[src/rtl/demux_gate_scheduler_pkg.sv]
// -----------------------------------------------------------------------------
// demux_gate_scheduler_pkg
//   Shared constants for the demux gate scheduler.
//   - Scheduler state encoding. Kept as plain 2-bit constants so existing
//     state decode logic still works.
//   - Requester ID constants.
// -----------------------------------------------------------------------------
`timescale 1ns/1ps
package demux_gate_scheduler_pkg;

   localparam logic [1:0] ST_IDLE  = 2'd0;
   localparam logic [1:0] ST_SHIFT = 2'd1;
   localparam logic [1:0] ST_RESP  = 2'd2;

   localparam logic REQ0 = 1'b0;
   localparam logic REQ1 = 1'b1;

endpackage

[src/rtl/demux_gate_scheduler_if.sv]
// -----------------------------------------------------------------------------
// demux_gate_scheduler_if
//   Request and response bundle for the two-requester scheduler.
//   master : the requester/consumer side. It drives the req*_valid/a/b
//            signals and rsp_ready.
//   slave  : the scheduler side. It drives req*_ready, busy and the rsp_*
//            signals.
// -----------------------------------------------------------------------------
`timescale 1ns/1ps
interface demux_gate_scheduler_if #(
   parameter int WIDTH = 8
);
   logic             req0_valid;
   logic [WIDTH-1:0] req0_a;
   logic [WIDTH-1:0] req0_b;
   logic             req0_ready;
   logic             req1_valid;
   logic [WIDTH-1:0] req1_a;
   logic [WIDTH-1:0] req1_b;
   logic             req1_ready;
   logic             busy;
   logic             rsp_valid;
   logic             rsp_ready;
   logic             rsp_id;
   logic [WIDTH-1:0] rsp_xor;
   logic [WIDTH-1:0] rsp_xnor;
   logic             rsp_parity;

   modport master (
      output req0_valid, req0_a, req0_b,
      output req1_valid, req1_a, req1_b,
      output rsp_ready,
      input  req0_ready, req1_ready, busy,
      input  rsp_valid, rsp_id, rsp_xor, rsp_xnor, rsp_parity
   );

   modport slave (
      input  req0_valid, req0_a, req0_b,
      input  req1_valid, req1_a, req1_b,
      input  rsp_ready,
      output req0_ready, req1_ready, busy,
      output rsp_valid, rsp_id, rsp_xor, rsp_xnor, rsp_parity
   );
endinterface

[src/rtl/demux_1to2.sv]
// -----------------------------------------------------------------------------
// demux_1to2
//   1:2 demultiplexer primitive. It routes din to y0 when sel is 0 and to
//   y1 when sel is 1. The output that is not selected is 0.
//   Ports: din, sel (in); y0, y1 (out).
// -----------------------------------------------------------------------------
`timescale 1ns/1ps
module demux_1to2 (
   input  logic din,
   input  logic sel,
   output logic y0,
   output logic y1
);
   assign y0 = din & ~sel;
   assign y1 = din &  sel;
endmodule

[src/rtl/demux_xor_xnor_cell.sv]
// -----------------------------------------------------------------------------
// demux_xor_xnor_cell
//   Combinational 1-bit XOR/XNOR cell built from 1:2 demux instances.
//   Ports: a, b (in operand bits); bit_xor, bit_xnor (out).
// -----------------------------------------------------------------------------
`timescale 1ns/1ps
module demux_xor_xnor_cell (
   input  logic a,
   input  logic b,
   output logic bit_xor,
   output logic bit_xnor
);
   logic a_n, a_p;
   logic a_nb, a_b, an_nb, an_b;

   // With din tied to 1, this stage acts as an inverter. It produces ~a and a.
   demux_1to2 u_split_a (.din(1'b1), .sel(a), .y0(a_n), .y1(a_p));

   // These two stages split on b. Together they decode all four minterms of
   // (a, b), and each minterm is one-hot.
   demux_1to2 u_dec_hi  (.din(a_p),  .sel(b), .y0(a_nb),  .y1(a_b));
   demux_1to2 u_dec_lo  (.din(a_n),  .sel(b), .y0(an_nb), .y1(an_b));

   // The minterms are mutually exclusive, so OR-ing them only merges
   // decoder lines.
   assign bit_xor  = a_nb | an_b;
   assign bit_xnor = a_b  | an_nb;
endmodule

[src/rtl/demux_gate_scheduler.sv]
// -----------------------------------------------------------------------------
// demux_gate_scheduler
//   Round-robin scheduler for two requesters that share one demux-built
//   XOR/XNOR bit cell. An accepted operand pair is processed one bit per
//   clock, LSB first. The result is returned as XOR word, XNOR word and XOR
//   parity, tagged with the requester ID.
//   Ports:
//     clk  rising-edge clock
//     rst  synchronous active-high reset
//     bus  slave side of demux_gate_scheduler_if (request handshakes, busy,
//          and the response handshake/payload)
// -----------------------------------------------------------------------------
`timescale 1ns/1ps
module demux_gate_scheduler #(
   parameter int WIDTH = 8
) (
   input logic                  clk,
   input logic                  rst,
   demux_gate_scheduler_if.slave bus
);
   import demux_gate_scheduler_pkg::*;

   localparam int              CW   = (WIDTH > 1) ? $clog2(WIDTH) : 1;
   localparam logic [CW-1:0]   LAST = CW'(WIDTH - 1);

   logic [1:0]       state;
   logic [WIDTH-1:0] a_q, b_q;
   logic             id_q;
   logic [WIDTH-1:0] xor_sr, xnor_sr;
   logic [WIDTH-1:0] xor_nx, xnor_nx;
   logic             par_q, par_nx;
   logic [CW-1:0]    cnt;
   logic             last_served;

   logic             rsp_valid_q, rsp_id_q, rsp_par_q;
   logic [WIDTH-1:0] rsp_xor_q, rsp_xnor_q;

   logic             grant, ready0, ready1, accept;
   logic             cell_xor, cell_xnor;

   // A tie goes to the requester that was not served last.
   always_comb begin
      grant = REQ0;
      if (bus.req0_valid && bus.req1_valid)
         grant = ~last_served;
      else if (bus.req1_valid)
         grant = REQ1;
   end

   assign ready0 = (state == ST_IDLE) && (grant == REQ0) && !rst;
   assign ready1 = (state == ST_IDLE) && (grant == REQ1) && !rst;
   assign accept = (ready0 && bus.req0_valid) || (ready1 && bus.req1_valid);

   demux_xor_xnor_cell u_cell (
      .a        (a_q[cnt]),
      .b        (b_q[cnt]),
      .bit_xor  (cell_xor),
      .bit_xnor (cell_xnor)
   );

   // Shift-register images that include the bit being processed this cycle.
   // The last SHIFT edge loads these into the response registers.
   always_comb begin
      xor_nx       = xor_sr;
      xnor_nx      = xnor_sr;
      xor_nx[cnt]  = cell_xor;
      xnor_nx[cnt] = cell_xnor;
      par_nx       = par_q ^ cell_xor;
   end

   always_ff @(posedge clk) begin
      if (rst) begin
         state       <= ST_IDLE;
         a_q         <= '0;
         b_q         <= '0;
         id_q        <= REQ0;
         xor_sr      <= '0;
         xnor_sr     <= '0;
         par_q       <= 1'b0;
         cnt         <= '0;
         last_served <= REQ1;
         rsp_valid_q <= 1'b0;
         rsp_id_q    <= REQ0;
         rsp_xor_q   <= '0;
         rsp_xnor_q  <= '0;
         rsp_par_q   <= 1'b0;
      end else begin
         case (state)
            ST_IDLE: begin
               if (accept) begin
                  a_q     <= (grant == REQ1) ? bus.req1_a : bus.req0_a;
                  b_q     <= (grant == REQ1) ? bus.req1_b : bus.req0_b;
                  id_q    <= grant;
                  xor_sr  <= '0;
                  xnor_sr <= '0;
                  par_q   <= 1'b0;
                  cnt     <= '0;
                  state   <= ST_SHIFT;
               end
            end
            ST_SHIFT: begin
               xor_sr  <= xor_nx;
               xnor_sr <= xnor_nx;
               par_q   <= par_nx;
               if (cnt == LAST) begin
                  rsp_xor_q   <= xor_nx;
                  rsp_xnor_q  <= xnor_nx;
                  rsp_par_q   <= par_nx;
                  rsp_id_q    <= id_q;
                  rsp_valid_q <= 1'b1;
                  state       <= ST_RESP;
               end else begin
                  cnt <= cnt + 1'b1;
               end
            end
            ST_RESP: begin
               if (rsp_valid_q && bus.rsp_ready) begin
                  rsp_valid_q <= 1'b0;
                  last_served <= rsp_id_q;
                  state       <= ST_IDLE;
               end
            end
            default: state <= ST_IDLE;
         endcase
      end
   end

   assign bus.req0_ready = ready0;
   assign bus.req1_ready = ready1;
   assign bus.busy       = (state == ST_SHIFT) || (state == ST_RESP);
   assign bus.rsp_valid  = rsp_valid_q;
   assign bus.rsp_id     = rsp_id_q;
   assign bus.rsp_xor    = rsp_xor_q;
   assign bus.rsp_xnor   = rsp_xnor_q;
   assign bus.rsp_parity = rsp_par_q;
endmodule

[src/flat_wrapper.sv]
// flat-port wrapper written by rule: the top's interface ports become plain ports
module demux_gate_scheduler_flat import demux_gate_scheduler_pkg::*;
#(
   parameter int WIDTH = 8
)
  (clk, rst, bus_req0_valid, bus_req0_a, bus_req0_b, bus_req1_valid, bus_req1_a, bus_req1_b, bus_rsp_ready, bus_req0_ready, bus_req1_ready, bus_busy, bus_rsp_valid, bus_rsp_id, bus_rsp_xor, bus_rsp_xnor, bus_rsp_parity);
  demux_gate_scheduler_if #(.WIDTH(WIDTH)) bus_i ();
  input logic clk;
  input logic rst;
  input wire logic [$bits(bus_i.req0_valid)-1:0] bus_req0_valid;
  input wire logic [$bits(bus_i.req0_a)-1:0] bus_req0_a;
  input wire logic [$bits(bus_i.req0_b)-1:0] bus_req0_b;
  input wire logic [$bits(bus_i.req1_valid)-1:0] bus_req1_valid;
  input wire logic [$bits(bus_i.req1_a)-1:0] bus_req1_a;
  input wire logic [$bits(bus_i.req1_b)-1:0] bus_req1_b;
  input wire logic [$bits(bus_i.rsp_ready)-1:0] bus_rsp_ready;
  output wire logic [$bits(bus_i.req0_ready)-1:0] bus_req0_ready;
  output wire logic [$bits(bus_i.req1_ready)-1:0] bus_req1_ready;
  output wire logic [$bits(bus_i.busy)-1:0] bus_busy;
  output wire logic [$bits(bus_i.rsp_valid)-1:0] bus_rsp_valid;
  output wire logic [$bits(bus_i.rsp_id)-1:0] bus_rsp_id;
  output wire logic [$bits(bus_i.rsp_xor)-1:0] bus_rsp_xor;
  output wire logic [$bits(bus_i.rsp_xnor)-1:0] bus_rsp_xnor;
  output wire logic [$bits(bus_i.rsp_parity)-1:0] bus_rsp_parity;
  assign bus_i.req0_valid = bus_req0_valid;
  assign bus_i.req0_a = bus_req0_a;
  assign bus_i.req0_b = bus_req0_b;
  assign bus_i.req1_valid = bus_req1_valid;
  assign bus_i.req1_a = bus_req1_a;
  assign bus_i.req1_b = bus_req1_b;
  assign bus_i.rsp_ready = bus_rsp_ready;
  assign bus_req0_ready = bus_i.req0_ready;
  assign bus_req1_ready = bus_i.req1_ready;
  assign bus_busy = bus_i.busy;
  assign bus_rsp_valid = bus_i.rsp_valid;
  assign bus_rsp_id = bus_i.rsp_id;
  assign bus_rsp_xor = bus_i.rsp_xor;
  assign bus_rsp_xnor = bus_i.rsp_xnor;
  assign bus_rsp_parity = bus_i.rsp_parity;
  demux_gate_scheduler #(.WIDTH(WIDTH)) u_core (.clk(clk), .rst(rst), .bus(bus_i));
endmodule
[config.mk]
export PLATFORM = sky130hd
export DESIGN_NAME = demux_gate_scheduler_flat
export DESIGN_NICKNAME = d
export VERILOG_FILES = /design/src/rtl/demux_gate_scheduler_pkg.sv /design/src/rtl/demux_gate_scheduler_if.sv /design/src/rtl/demux_1to2.sv /design/src/rtl/demux_xor_xnor_cell.sv /design/src/rtl/demux_gate_scheduler.sv /design/src/flat_wrapper.sv
export SDC_FILE = /design/constraint.sdc
export NUM_CORES = 1
export LEC_CHECK = 0
export BUFFER_PORTS_ARGS = -buffer_cell sky130_fd_sc_hd__buf_4
export CAP_MARGIN = 20
export CORE_UTILIZATION = 40
export DETAILED_ROUTE_END_ITERATION = 8
export PLACE_DENSITY = 0.59
export SKIP_LAST_GASP = 1
export SLEW_MARGIN = 10
export SYNTH_ARGS = -nofsm -noshare
export SYNTH_HDL_FRONTEND = slang
export SYNTH_SLANG_ARGS = --single-unit
[constraint.sdc]
create_clock -name clk -period 5.6 [get_ports clk]
set_clock_uncertainty 0.2 [all_clocks]
set_input_delay 0.28 -clock clk [delete_from_list [all_inputs] [get_ports clk]]
set_output_delay 0.28 -clock clk [all_outputs]
set_load 0.05 [all_outputs]
After elaboration in Yosys (flattened, before gate mapping):

Cells that the tools add are included.

* $lt $le $gt $ge: 2
* mux-type cells: 27
* bitwise operators: 11
* add/sub/neg operators: 1
* reduce and logical (&&, ||, !) cells: 22
* equal/unequal tests: 7

Operators with widths (count)
* $pmux W8 S2: 2
* $mux W8: 3
* $bwmux W8: 2
* $logic_and A1 B1 Y1: 9
* $reduce_and A3 Y1: 3
* $mux W1: 8
* $reduce_and A2 Y1: 4
* $bmux W1 S3: 2
* $mux W2: 3
* $mux W3: 2
* $ne A2 B1 Y1 const B: 3
* $pmux W2 S3: 1
* $pmux W3 S2: 1
* $and A1 B1 Y1: 4
* $lt A3 B4 Y1 const B: 1
* $not A1 Y1: 4
* $pmux W1 S2: 2
* $reduce_bool A2 Y1: 2
* $add A3 B1 Y3 const B: 1
* $demux W1 S3: 1
* $eq A3 B3 Y1 const B: 1
* $ge A3 B1 Y1 const B: 1
* $eq A2 B1 Y1 const B: 1
* $eq A2 B2 Y1 const B: 1
* 6 further kinds: 8

* register bits: 59
* word-level logic and storage cells: 84
* output and inout port bits: 22

Longest topological paths before layout:

* word-level depth: 9
* mapped depth: 7

Modules after synthesis:

A second synthesis with hierarchy kept.

* cells, all modules: 338
* area, all modules: 3041.7 um2

By module, submodules not included
* demux_gate_scheduler: area each 2976.6 um2, times used 1, cells each 329, sequential area each 1181.1 um2
* demux_1to2: area each 16.3 um2, times used 3, cells each 2, sequential area each 0.0 um2
* demux_xor_xnor_cell: area each 16.3 um2, times used 1, cells each 3, sequential area each 0.0 um2

Worst setup path after synthesis:

OpenSTA, ideal clock, no wires.

* path kind: input-to-output
* start point: input port bus_req1_valid
* end point: output port bus_req1_ready
* path slack: 2.783 ns
* path buffers: 2
* stages: 4
* arrival time: 2.337 ns
* path through: a21boi_0 -> buf_1 -> buf_2 -> nor3b_1

* cells in the longest elaborated chain, start to end: 4
* elaborated cells on any way between the ends: 5

Ends and longest elaborated chain
* start: declaration: line flat_wrapper.sv:13 `input wire logic [$bits(bus_i.req1_valid)-1:0] bus_req1_valid;`
* $mux W1 / $logic_and A1 B1 Y1 (equally long branches): line demux_gate_scheduler.sv:46, demux_gate_scheduler.sv:44
* $mux W1 (*): line demux_gate_scheduler.sv:44 `if (bus.req0_valid && bus.req1_valid)`
* $logic_and A1 B1 Y1 (*) (2 in series): line demux_gate_scheduler.sv:51 `assign ready1 = (state == ST_IDLE) && (grant == REQ1) && !rst;`
* end: declaration: line flat_wrapper.sv:18 `output wire logic [$bits(bus_i.req1_ready)-1:0] bus_req1_ready;`

Every way passes the cells marked *; elsewhere a longest branch is shown, timed or not.

Worst setup path after layout:

* start point: register u_core.cnt[0]
* end point: register u_core.rsp_xor_q[3] (netlist: u_core.bus.rsp_xor[3])

* cells in the longest elaborated chain, start to end: 6
* elaborated cells on any way between the ends: 17

Ends and longest elaborated chain
* start: declaration: line demux_gate_scheduler.sv:32 `logic [CW-1:0] cnt;`
* start signal: assignment: line demux_gate_scheduler.sv:113 `cnt <= cnt + 1'b1;`
* branches (longest 6 deep; another with $lt A3 B4 Y1)
* end signal: assignment: line demux_gate_scheduler.sv:106 `rsp_xor_q <= xor_nx;`
* end: declaration: line demux_gate_scheduler.sv:36 `logic [WIDTH-1:0] rsp_xor_q, rsp_xnor_q;`

Parallel ways; which one is timed is not known. The select of a mux whose other input is x is not followed.
A chain may end at the register's enable or synchronous reset.

==> metrics.yaml <==
sta:
  slew_viol_final: 0
  rsz0062_at_grt: "false"
  fin_crit_ns: 2.94
  setup_viol: 0
  max_slew_margin_pct: 31.9
  hold_viol: 0
  fin_setup_tns_ns: 0
  max_freq_ghz: 0.341
  tightest_slew_ns: 0.993
  fin_ws_ns: 2.66
  final_min_period_over_clock_period_pct: 52.4
global_route:
  track_usage_pct: 18.7
  first_global_vias: 2289
  grt_max_degree: 60
  grt_overflow: 0
  antenna_found_initial: 0
  grt_pass1_wl_um: 10600
pwr:
  ir_drop_mv: 0.125
  total_power_mw: 1.11
  power_leakage_nw: 1.43
  pwr_density_cell_nw_per_um2: 310
min_path:
  holdPathStages: 4
  hold_path.class: "input port to flip-flop"
  min_to: "u_core.bus.rsp_valid"
  hp-start: "bus_rsp_ready"
cts:
  clock_path_buffers: 2
  path_clk_slew_ns: 0.07
  cts_setup_buffers: 0
  cts_root_buf: "clkbuf_8"
  cts_resized: 0
  cts_buffers: 9
  clkLatencyLatePin_ns: 0.34
  cts_tree: "built"
  numClockSinks: 59
  h-tree-depth: 3
logic_synthesis:
  ys_warn_count: 0
  netlist_area_um2: 2820
  synth_flop_cell: "dfxtp_1"
  synth-async-reset-ratio_pct: 0
  synth-seq-area-share_pct: 41.9
  yosysUniqueCellTypes: 41
  synth_edf_count: 0
  syn_area_per_cell_um2: 9.09
  synth_cells: 310
  synth_nets: 353
  synth_seq_cells: 59
die:
  initial_core_util_pct: 41.5
  die-area_um2: 7390
  die_h_um: 86.0
  core_area_um2: 6790
  row_count: 30
  die_x_um: 86.0
  ioPinCount: 59
setup_path:
  reg2regPathDepth: 6
  r2r-start: "u_core.cnt[0]"
  end_kind: "flip-flop"
  critPathRequiredTime_ns: 5.68
  path_class: "flip-flop to flip-flop"
  r2r-end: "u_core.bus.rsp_xor[3]"
  start_kind: "flip-flop"
  cp_data_arrival_time_ns: 3.02
  reg2reg_setup_slack_ns: 2.66
  path_max_fanout: 20
placement:
  detailedPlace.worstSlack_ns: 2.69
  portBuffers: 58
  hpwl_um: 4190
  globalplace.congestion: 0.716
  dpl_cell_area_um2: 3300
routing:
  via_per_inst: 5.17
  dr.pass1.iters: 4
  drt_iter0_drc: 120
  routed_wl_um: 6230
  drc: 0
  ant_nets: 0
  wire_per_inst_um: 13.4
  routed-via-count: 2394
layout:
  post-route-util_pct: 52.6
  layout-drive-gt1-share_pct: 24.3
  antenna_cells: 0
  regArea_um2: 1180
  final_nets: 405
  multi_input_comb_area_um2: 1550
  fin_area_um2: 3570
  fillers: 646
  area_delta_synth_final_pct: 26.8
status:
  status: "finished clean"
run:
  maxCapViolCount: 0
-- critical path, stage by stage, from the launching register on --
cell and delay [ns]:
dfxtp_1 0.80, ha_1 0.27, ha_1 0.30, nand2_1 0.35, nor2_1 0.63, o21a_1 0.21
a22o_1 0.11
-- metrics by stage --
stage / hold slack (ns) / instances
after floorplan: 0.176 / 310
after global placement: 0.247 / 444
after detailed placement: 0.245 / 444
after CTS: 0.0268 / 461
after global routing: 0.0463 / 463
final: 0.0363 / 463
-- worst max-delay path by stage --
stage | cells after the start | from | endpoint
after floorplan | 4 | bus_req1_valid | bus_req1_ready
after global placement | 5 | u_core.cnt[0] | u_core.bus.rsp_parity
after detailed placement | 6 | u_core.cnt[0] | u_core.bus.rsp_xor[6]
after CTS | 6 | u_core.cnt[0] | u_core.bus.rsp_xor[2]
after global routing | 6 | u_core.cnt[0] | u_core.bus.rsp_xor[1]
final | 6 | u_core.cnt[0] | u_core.bus.rsp_xor[3]
-- cells in the mapped netlist, types with 3 or more instances --
library cell	n	area [µm²]
inv_1	3	11.3
nand2_1	18	67.6
a21o_1	8	60.1
clkbuf_1	15	56.3
ha_1	6	75.1
nor2_1	61	229
a22oi_1	19	143
a22o_1	7	61.3
nand2b_1	4	25.0
nor3_1	4	20.0
mux4_2	4	90.1
and2_1	3	18.8
nand3_1	3	15.0
a211oi_1	26	195
a21oi_1	15	75.1
mux2i_1	18	180
o21a_1	7	52.6
dfxtp_1	59	1180
-- sequential cells by signal (all words and copies together), names as in the netlist --
name	flops
u_core.a_q	8
u_core.b_q	8
u_core.bus.rsp_id	1
u_core.bus.rsp_parity	1
u_core.bus.rsp_valid	1
u_core.bus.rsp_xnor	8
u_core.bus.rsp_xor	8
u_core.cnt	3
u_core.id_q	1
u_core.last_served	1
u_core.par_q	1
u_core.state	2
u_core.xnor_sr	8
u_core.xor_sr	8
-- layout make-up --
type,count,share of cell area [%]
well taps,96,3.36
clock buffers,11,3.96
repair buffers,61,13.2
multi-input cells,228,43.3
clock inverters,5,2.80
inverters,3,0.315
flip-flops and latches,59,33.1
-- per-layer routing --
metal  global-route usage, %  part of all wire [%]  wire length (µm)  vias to the layer above
li1                        -                     -                 -                     1234
met1                    23.2                    47              2910                     1079
met3                    3.75                   4.6               286                       11
met5                       0                     0                 0                        -
met2                    30.7                    46              2890                       70
met4                    10.0                   2.2               135                        0
-- placed cells by master, fill, tap and decap left out, types with 3 or more instances in the layout --
cell type,netlist,layout
nor2_1,61,60
dfxtp_1,59,59
buf_4,0,58
a211oi_1,26,26
a22oi_1,19,19
nand2_1,18,18
mux2i_1,18,18
a21oi_1,15,15
clkbuf_8,0,10
a21o_1,8,8
o21a_1,7,7
a22o_1,7,7
ha_1,6,6
nor3_1,4,4
mux4_2,4,4
nand2b_1,4,4
inv_1,3,3
and2_1,3,3
nand3_1,3,3
bufinv_16,0,3
-- repair_timing --
item / in CTS / in global routing
hold endpoints to repair: 1 / 0
setup endpoints to repair: 0 / 0
hold buffers: 1 / 0
-- kinds of logic (layout without fill, tap and decap cells) --
family | Yosys count | in the layout | share of synthesized area [%]
simple gates | 106 | 106 | 16.7
compound gates | 90 | 90 | 23.0
flops | 59 | 59 | 41.9
mux | 24 | 24 | 11.2
buf+inv | 23 | 80 | 3.42
fa+ha+maj | 6 | 6 | 2.66
xor+xnor | 2 | 2 | 1.15
-- power breakdown --
group,switching [mW],internal [mW],total (mW)
Combinational,0.106,0.0755,0.182
Sequential,0.0138,0.438,0.451
Clock,0.167,0.306,0.473
Power figures use the tool's default switching activity.
